### src/rtl/serial_adder.sv
// serial_adder: bit-serial unsigned adder computing a+b+cin one bit per cycle, LSB first.
// Latency: WIDTH+1 edges from accepted start to the one-cycle done pulse; WIDTH+2 cycles per op back to back.
// Backpressure: none; start is only sampled in IDLE and is dropped (not queued) while busy or done.
// Optional feature: define SERIAL_ADDER_OVF_EN to add the registered signed-overflow output ovf.
module serial_adder #(
  parameter int WIDTH = 8
) (
  input  logic             clk,
  input  logic             rst_n,
  input  logic             start,
  input  logic [WIDTH-1:0] a,
  input  logic [WIDTH-1:0] b,
  input  logic             cin,
  output logic [WIDTH-1:0] sum,
  output logic             cout,
  output logic             busy,
  output logic             done
`ifdef SERIAL_ADDER_OVF_EN
  ,
  output logic             ovf
`endif
);

  localparam logic [1:0] IDLE = 2'd0;
  localparam logic [1:0] RUN  = 2'd1;
  localparam logic [1:0] DONE = 2'd2;

  localparam int CW = $clog2(WIDTH);

  logic [1:0]       state;
  logic [WIDTH-1:0] a_sh;
  logic [WIDTH-1:0] b_sh;
  // Holds the WIDTH-1 low sum bits; the final bit is merged in on the completing edge.
  logic [WIDTH-2:0] psum;
  logic             c;
  logic [CW-1:0]    cnt;

  logic             s_bit;
  logic             c_next;
  logic             last;
  logic [WIDTH-1:0] psum_ext;

  // One full-adder slice on the current LSBs plus the carry flop.
  always_comb begin
    s_bit    = a_sh[0] ^ b_sh[0] ^ c;
    c_next   = (a_sh[0] & b_sh[0]) | (a_sh[0] & c) | (b_sh[0] & c);
    psum_ext = {s_bit, psum};
    last     = (cnt == CW'(WIDTH - 1));
  end

  assign busy = (state == RUN);
  assign done = (state == DONE);

  // Sequencer and datapath: load on start, shift one bit per RUN cycle, publish result on the last bit.
  always_ff @(posedge clk) begin
    if (!rst_n) begin
      state <= IDLE;
      a_sh  <= '0;
      b_sh  <= '0;
      psum  <= '0;
      c     <= 1'b0;
      cnt   <= '0;
      sum   <= '0;
      cout  <= 1'b0;
    end else begin
      case (state)
        IDLE: begin
          if (start) begin
            a_sh  <= a;
            b_sh  <= b;
            c     <= cin;
            cnt   <= '0;
            state <= RUN;
          end
        end
        RUN: begin
          a_sh <= a_sh >> 1;
          b_sh <= b_sh >> 1;
          c    <= c_next;
          psum <= psum_ext[WIDTH-1:1];
          cnt  <= cnt + CW'(1);
          if (last) begin
            sum   <= psum_ext;
            cout  <= c_next;
            state <= DONE;
          end
        end
        DONE: begin
          state <= IDLE;
        end
        default: begin
          state <= IDLE;
        end
      endcase
    end
  end

`ifdef SERIAL_ADDER_OVF_EN
  // Signed overflow: on the MSB slice, carry in (c) differs from carry out (c_next).
  always_ff @(posedge clk) begin
    if (!rst_n) begin
      ovf <= 1'b0;
    end else if (state == RUN && last) begin
      ovf <= c ^ c_next;
    end
  end
`else
  // Overflow tracking not built in this configuration.
`endif

endmodule

### config.mk
export PLATFORM = sky130hd
export DESIGN_NAME = serial_adder
export DESIGN_NICKNAME = d
export VERILOG_FILES = /design/src/rtl/serial_adder.sv
export SDC_FILE = /design/constraint.sdc
export NUM_CORES = 1
export LEC_CHECK = 0
export ABC_AREA = 1
export CORE_MARGIN = 4
export CORE_UTILIZATION = 24
export CTS_CLUSTER_SIZE = 20
export DETAILED_ROUTE_END_ITERATION = 8
export SYNTH_ARGS = -nofsm -noshare
export SYNTH_HDL_FRONTEND = slang
export SYNTH_SLANG_ARGS = --single-unit
export TNS_END_PERCENT = 20
### constraint.sdc
create_clock -name clk -period 1.7 [get_ports clk]
set_input_delay 0.34 -clock clk [delete_from_list [all_inputs] [get_ports clk]]
set_output_delay 0.34 -clock clk [all_outputs]
set_load 0.02 [all_outputs]
==> out/metrics.cfg, run 1 <==
[outcome]
status=complete, no violations

[sta]
slew_viol_final=0
clock.fmax_ghz=0.6206
setup_viol=0
period_minus_slack_ns=1.611
fin_ws_ns=0.08862
relSlewSlack=0.8127
worst_pin_slew_ns=0.2810
skew_ns=0.007037
setup_tns_ns=0
rsz0062_at_grt=false
hold_violations=0
min_period_over_period=0.9479

[floorplan]
dieHeight_um=92.30
initial_utilization=0.2496
rows=30
fp.coreArea_um2=6832
die_area_um2=8518
ios=31
die_w_um=92.30

[pwr]
ir_drop_v=0.0005301
pwr-share-clk=0.373
static-leakage-power_nw=1.041
switching_power_mw=0.5093
p_int_mw=1.523
switching_share=0.2506
p_comb_frac=0.150
p_per_area_nw_per_um2=911.9
p_seq_frac=0.477

[place]
port-buffer-count=30
place_congestion=0.8098
dpl.hpwl_mm=2.449
place_ws_ns=0.09344

[setup_path]
cp-start-kind=flip-flop
worst-setup-path-type=flip-flop to output pin
cp_data_arrival_time_ns=1.27
slowest_delay_ns=0.38
critPathTopFamily=buffers and inverters
cp_num_buf_inv=2
crit_slowest_cell=dfxtp_1
critical_path_required_ns=1.36
worst_setup_path_end_kind=output pin
cp_max_fo=4
crit_chain=inv_1 > nor2_1 > dlygate4sd2_1

[finish]
fill_cells=758
utilization=0.3262
multi_input_area_um2=772.0
seq_area_um2=760.7
area_delta_synth_final_pct=30.67
nNetsFinal=313
drive_gt1_frac=0.06529
insertedDiodeCount=0

[synth]
netlist_area_um2=1705
syn_avg_cell_area_um2=6.636
ys_types=18
ys_seq_elements=38
syn_inst=257
synth.top_cells.by_area=dfxtp_1 (45%), nand2_1 (19%), nor2_1 (15%)
syn_nets=280
yosysWarnings=0
synth-seq-area-share=0.4461
synth_top_area_share=0.4461
yosysTopAreaCell=dfxtp_1

[drt]
route.vias.total=1514
drt_wl_total_mm=3.576
wl_met3_um=193
wl_met2_mm=1.543
drtIter0Drc=25
route.detailed.drc=0
met1Wirelength_mm=1.839
firstDrtPassIters=5
highest-signal-layer=met3
vias_per_cell=3.912
wl_per_cell_um=9.240
antenna_left=0

[global_routing]
track_usage=0.09030
grt_max_degree=29
antenna_found_initial=0
grt-ovfl-total=0
grt_pass1_vias=1426
grt_pass1_wl_mm=6.285

[clock_tree]
post_cts_resize_count=2
clk_latency_ns=0.28
numCtsBuffers=5
cts_sinks=38
ctsHoldBuffers=0
clkTransAtPathRegs_ns=0.08
cts.htree.levels=2
root_buffer=clkbuf_8
cts_tree=built
post_cts_buffers=0
clockBufferDepth=2

[hold_path]
min-delay-path-class=flip-flop to flip-flop

[flow_run]
drv_cap=0

[cells in the mapped netlist]
master	instances
nor2_4	1
ha_1	2
clkbuf_1	3
buf_6	4
inv_1	22
inv_2	1
nor2_2	1
nor2_1	67
fa_1	1
a21oi_1	4
o21a_1	1
nand2_2	2
nand3_1	10
o21ai_0	9
nand2_1	86
buf_2	3
dfxtp_1	38
buf_4	2
[through the flow]
step / cells / area (um^2) / total power, mW / hold slack, ns
after detailed placement: 379 / 2125 / 1.299 / 0.4535
after global routing: 387 / 2228 / 2.148 / 0.4926
final: 387 / 2228 / 2.032 / 0.4645
after floorplan: 257 / 1705 / 1.194 / 0.4355
after global placement: 379 / 2125 / 1.296 / 0.4518
after CTS: 387 / 2228 / 2.058 / 0.4647
[sequential cells by signal, indices dropped and copies added, names as in the netlist]
name	count
c	1
psum	7
b_sh	8
state	2
sum	8
cnt	3
a_sh	8
cout	1
[placed cells by master, fill, tap and decap left out]
cell type,synthesis,layout
nor2_1,67,67
nand2_1,86,86
nand3_1,10,10
nor2_4,1,1
nor2_2,1,1
clkbuf_8,0,5
clkbuf_1,3,2
ha_1,2,2
buf_12,0,2
o21ai_0,9,8
bufinv_16,0,1
clkdlybuf4s50_1,0,28
dfxtp_1,38,38
a21oi_1,4,4
nand2_2,2,2
o21ai_1,0,1
buf_4,2,6
inv_1,22,22
dlygate4sd2_1,0,2
fa_1,1,1
o21a_1,1,1
inv_2,1,1
[power groups by stage]
stage          registers (mW)  clock network, mW  logic (mW)
3_3_place_gp            0.990                  0       0.305
6_report                0.970              0.757       0.305
4_1_cts                 0.970              0.778       0.309
5_1_grt                 0.977              0.813       0.357
3_5_place_dp            0.991                  0       0.308
2_1_floorplan           0.987                  0       0.206
[kinds of logic after synthesis]
| group | synth area share |
|---|---|
| AOI/OAI and AO/OA | 0.04255 |
| adders and majority gates | 0.02641 |
| buffers and inverters | 0.1012 |
| DFF | 0.4461 |
| and+or+nand+nor | 0.3837 |
[worst min-delay path, stage by stage (launching register included)]
cell	delay, ns
dfxtp_1	0.32
nand2_1	0.06
nand2_1	0.04
[worst paths after layout]
kind,startpoint,depth (start not counted),slack (ns),end
max reg2reg,state[0]$_SDFFE_PN0P_,7,0.40,sum[7]$_SDFFE_PN0P_
max,state[1]$_SDFFE_PN0P_,3,0.09,done
min reg2reg,psum[3]$_SDFFE_PN0N_,2,0.46,sum[3]$_SDFFE_PN0P_
min,psum[3]$_SDFFE_PN0N_,2,0.46,sum[3]$_SDFFE_PN0P_
[cell type report]
cell class | instances | area share
Sequential cell | 38 | 0.3414
Clock inverter | 1 | 0.01348
Tap cell | 96 | 0.05390
Clock buffer | 7 | 0.03425
Inverter | 23 | 0.03874
Timing Repair Buffer | 38 | 0.1718
Multi-Input combinational cell | 184 | 0.3464
[per-layer routing]
layer | vias to the layer above | track usage
li1 | 832 | -
met1 | 645 | 0.1157
met2 | 37 | 0.1478
met3 | 0 | 0.02600
met4 | 0 | 0.02599
met5 | - | 0
(Power assumes the default switching activity.)
==> run 2: changes to the inputs <==
--- a/config.mk
+++ b/config.mk
@@ -6,7 +6,6 @@
 export NUM_CORES = 1
 export LEC_CHECK = 0
 export ABC_AREA = 1
-export CORE_MARGIN = 4
 export CORE_UTILIZATION = 24
 export CTS_CLUSTER_SIZE = 20
 export DETAILED_ROUTE_END_ITERATION = 8
==> run 2 against run 1 <==
Effect of this change: setup slack better by 0.052 ns; clock-buffer cell count is 1 lower; global-route usage grew 1.2 points; sequential power about the same; highest routed layer is now met4; sequential cell count unchanged; critical endpoint is now sum[7]; combinational power down 1%; first-iteration DRC count is 88% higher; hold slack worse by 0.0023 ns; via count down 1.6%; critical path depth fell by 2; final area is essentially flat.
==> out/metrics.cfg, run 2 (synthesis results as in run 1) <==
[outcome]
status=complete, no violations

[pwr]
p_total_mw=2.052
p_per_area_nw_per_um2=921.4
ir_drop_v=0.0003595
static-leakage-power_nw=1.041

[clock_tree]
clkTransAtPathRegs_ns=0.07
cts_sinks=38
numCtsBuffers=5
ctsHoldBuffers=0
cts_tree=built
clk_latency_ns=0.29
clockBufferDepth=2
cts.htree.levels=2
root_buffer=clkbuf_8

[hold_path]
min-delay-path-class=flip-flop to flip-flop

[floorplan]
rows=30
ios=31
die_area_um2=7447
die_w_um=86.30
initial_utilization=0.2496
fp.coreArea_um2=6832
dieHeight_um=86.30

[sta]
period_minus_slack_ns=1.559
setup_tns_ns=0
clock.fmax_ghz=0.6413
skew_ns=0.003707
min_period_over_period=0.9172
relSlewSlack=0.7860
hold_violations=0
setup_viol=0
fin_ws_ns=0.1408
rsz0062_at_grt=false
worst_pin_slew_ns=0.3210
slew_viol_final=0

[flow_run]
drv_cap=0

[finish]
fill_cells=774
reg_top3=a_sh: 8 flops, b_sh: 8 flops, sum: 8 flops
utilization=0.3260
final_cell_mix=nand2_1 (86), nor2_1 (67), dfxtp_1 (38)
insertedDiodeCount=0
area_delta_synth_final_pct=30.59
layout_commonest_cell=nand2_1
drive_gt1_frac=0.06574
nNetsFinal=312

[setup_path]
critPathTopFamily=buffers and inverters
slowest_delay_ns=0.60
r2r_setup_slack_ns=0.38
worst-setup-path-type=flip-flop to output pin
worst_setup_path_end_kind=output pin
crit_chain=clkdlybuf4s50_1
cp_max_fo=2
cp-start-kind=flip-flop
crit_slowest_cell=clkdlybuf4s50_1
cp_data_arrival_time_ns=1.22
cp_num_buf_inv=1
critical_path_required_ns=1.36

[drt]
firstDrtPassIters=4
drt_wl_total_mm=3.388
antenna_left=0
route.detailed.drc=0
route.vias.total=1490
vias_per_cell=3.870
drtIter0Drc=47
wl_per_cell_um=8.800

[place]
place_congestion=0.7664
port-buffer-count=30
place_ws_ns=0.1720
dpl.hpwl_mm=2.318

[global_routing]
grt_max_degree=34
grt-ovfl-total=0
grt_pass1_wl_mm=5.913
antenna_found_initial=0
grt_pass1_vias=1276
track_usage=0.1027

-- run 2: layout make-up --
cell class | count | area, um^2 | share of cell area
Sequential cell | 38 | 760.7 | 0.3416
Multi-Input combinational cell | 184 | 772.0 | 0.3466
Timing Repair Buffer | 37 | 375.4 | 0.1685
Tap cell | 96 | 120.1 | 0.05393
Clock buffer | 6 | 82.58 | 0.03708
Clock inverter | 1 | 30.03 | 0.01348
Inverter | 23 | 86.33 | 0.03876
-- run 2: worst paths after layout --
kind	cells after the start	start	end
worst max register to register	7	state[0]$_SDFFE_PN0P_	sum[4]$_SDFFE_PN0P_
worst max-delay path	1	sum[7]$_SDFFE_PN0P_	sum[7]
worst min register to register	2	b_sh[7]$_SDFFE_PN0P_	b_sh[7]$_SDFFE_PN0P_
worst min-delay path	2	b_sh[7]$_SDFFE_PN0P_	b_sh[7]$_SDFFE_PN0P_
-- run 2: what timing repair did --
action                                  CTS  global route
buffers inserted                          0             0
resized for setup                         2             0
endpoints found under the setup margin    2             0
-- run 2: stage by stage --
step	instances	cell area (um^2)	hold WS, ns
after floorplan	257	1705	0.4355
after global placement	378	2117	0.4460
after detailed placement	378	2117	0.4524
after CTS	385	2227	0.4639
after global routing	385	2227	0.4826
final	385	2227	0.4623
-- run 2: per-layer routing --
layer | share of wire | routed length, um | GRT usage | vias up
met5 | 0 | 0 | 0 | -
met4 | 0.016 | 53 | 0.04545 | 0
met2 | 0.40 | 1355 | 0.1530 | 34
met1 | 0.54 | 1813 | 0.1372 | 619
met3 | 0.049 | 165 | 0.03048 | 7
li1 | - | - | - | 830
-- run 2: power by group --
part | switching [mW] | internal, mW | leakage (nW)
registers | 0.0253 | 0.946 | 0.312
logic | 0.165 | 0.136 | 0.672
clock network | 0.310 | 0.469 | 0.0573
total | 0.501 | 1.55 | 1.04
==> run 3: changes to the inputs <==
--- a/config.mk
+++ b/config.mk
@@ -9,6 +9,7 @@
 export CORE_UTILIZATION = 24
 export CTS_CLUSTER_SIZE = 20
 export DETAILED_ROUTE_END_ITERATION = 8
+export SKIP_LAST_GASP = 1
 export SYNTH_ARGS = -nofsm -noshare
 export SYNTH_HDL_FRONTEND = slang
 export SYNTH_SLANG_ARGS = --single-unit
==> run 3 against run 2 <==
Effect of this change: first-iteration DRC count stayed put; fmax about the same; via count unchanged; critical path depth stayed put; sequential share of layout area is 0.057 points lower; die area is the same; utilization grew 0.055 points; final cell count did not move.
==> out/metrics.cfg, run 3 (synthesis results as in run 1) <==
[outcome]
status=complete, no violations

[place]
place_ws_ns=0.1720
dpl.hpwl_mm=2.318
place_area_um2=2117
port-buffer-count=30
place_inst=378
place_congestion=0.7664

[clock_tree]
cts.htree.levels=2
clkTransAtPathRegs_ns=0.07
cts_tree=built
numCtsBuffers=5
ctsHoldBuffers=0
clockBufferDepth=2
clk_latency_ns=0.29
post_cts_buffers=0
root_buffer=clkbuf_8
cts_sinks=38

[finish]
layout_commonest_cell=nand2_1
final_cell_mix=nand2_1 (86), nor2_1 (67), dfxtp_1 (38)
nNetsFinal=312
fill_cells=772
reg_top3=a_sh: 8 flops, b_sh: 8 flops, sum: 8 flops
drive_gt1_frac=0.06574
finalInstanceArea_um2=2231
utilization=0.3266
insertedDiodeCount=0
finalNonFillerCells=385
area_delta_synth_final_pct=30.81

[setup_path]
cp_max_fo=2
r2r_start=state[0]$_SDFFE_PN0P_
worst_setup_path_end_kind=output pin
cp-start-kind=flip-flop
crit_slowest_cell=clkdlybuf4s50_1
cp_num_buf_inv=1
slowest_delay_ns=0.60
cp_data_arrival_time_ns=1.22
crit_chain=clkdlybuf4s50_1
worst-setup-path-type=flip-flop to output pin
critPathTopFamily=buffers and inverters
crit_start=sum[7]$_SDFFE_PN0P_
critical_path_required_ns=1.36

[sta]
whs_ns=0.4623
fin_ws_ns=0.1407
rsz0062_at_grt=false
min_period_over_period=0.9172
setup_tns_ns=0
worst_pin_slew_ns=0.3251
relSlewSlack=0.7833
slew_viol_final=0
clock.fmax_ghz=0.6413
setup_viol=0
hold_violations=0
skew_ns=0.003690
period_minus_slack_ns=1.559

[drt]
antenna_left=0
drtIter0Drc=47
vias_per_cell=3.870
route.detailed.drc=0
wl_per_cell_um=8.792
route.vias.total=1490
firstDrtPassIters=4
drt_wl_total_mm=3.385

[pwr]
ir_drop_v=0.0003595
static-leakage-power_nw=1.051
p_total_mw=2.053
p_per_area_nw_per_um2=920.2

[floorplan]
rows=30
dieHeight_um=86.30
die_w_um=86.30
initial_utilization=0.2496
ios=31
fp.coreArea_um2=6832
die_area_um2=7447

[global_routing]
grt_max_degree=34
grt.met2_usage=0.1530
antenna_found_initial=0
grt-ovfl-total=0
grt_pass1_vias=1276
grt-busiest-layer=met2
track_usage=0.1027
met3_usage=0.03048
grtUsageMet1=0.1372
grt_pass1_wl_mm=5.913

[flow_run]
drv_cap=0

[hold_path]
min-delay-start=b_sh[7]$_SDFFE_PN0P_
min-delay-path-class=flip-flop to flip-flop

==> run 3: changes by cell type in the layout (fill, tap and decap cells not counted) <==
cell	before	now
dlygate4sd2_1	2	1
dlymetal6s2s_1	0	1
==> run 3: cell type report <==
class | instances | area, um^2 | share of cell area
multi-input cells | 184 | 772.0 | 0.3460
flip-flops and latches | 38 | 760.7 | 0.3410
repair buffers | 37 | 379.1 | 0.1699
well taps | 96 | 120.1 | 0.05384
inverters | 23 | 86.33 | 0.03870
clock buffers | 6 | 82.58 | 0.03702
clock inverters | 1 | 30.03 | 0.01346
==> run 3: path summary, 6_finish.rpt <==
path,end,slack (ns),depth (start not counted)
max reg2reg,sum[4]$_SDFFE_PN0P_,0.39,7
max,sum[7],0.14,1
min,b_sh[7]$_SDFFE_PN0P_,0.46,2
min reg2reg,b_sh[7]$_SDFFE_PN0P_,0.46,2
==> run 3: what timing repair did <==
action,in CTS,in global routing
endpoints found under the hold margin,0,0
setup endpoints to repair,2,1
gates resized for setup,1,1
==> run 3: power breakdown <==
part / internal, mW / total (mW) / switching (mW)
Combinational: 0.137 / 0.302 / 0.165
Clock: 0.469 / 0.780 / 0.310
Sequential: 0.946 / 0.971 / 0.0252
Total: 1.55 / 2.05 / 0.501
==> run 3: metal layers <==
layer	part of all wire	wire, um
met1	0.54	1812
met2	0.40	1351
met3	0.049	167
met4	0.016	53
met5	0	0
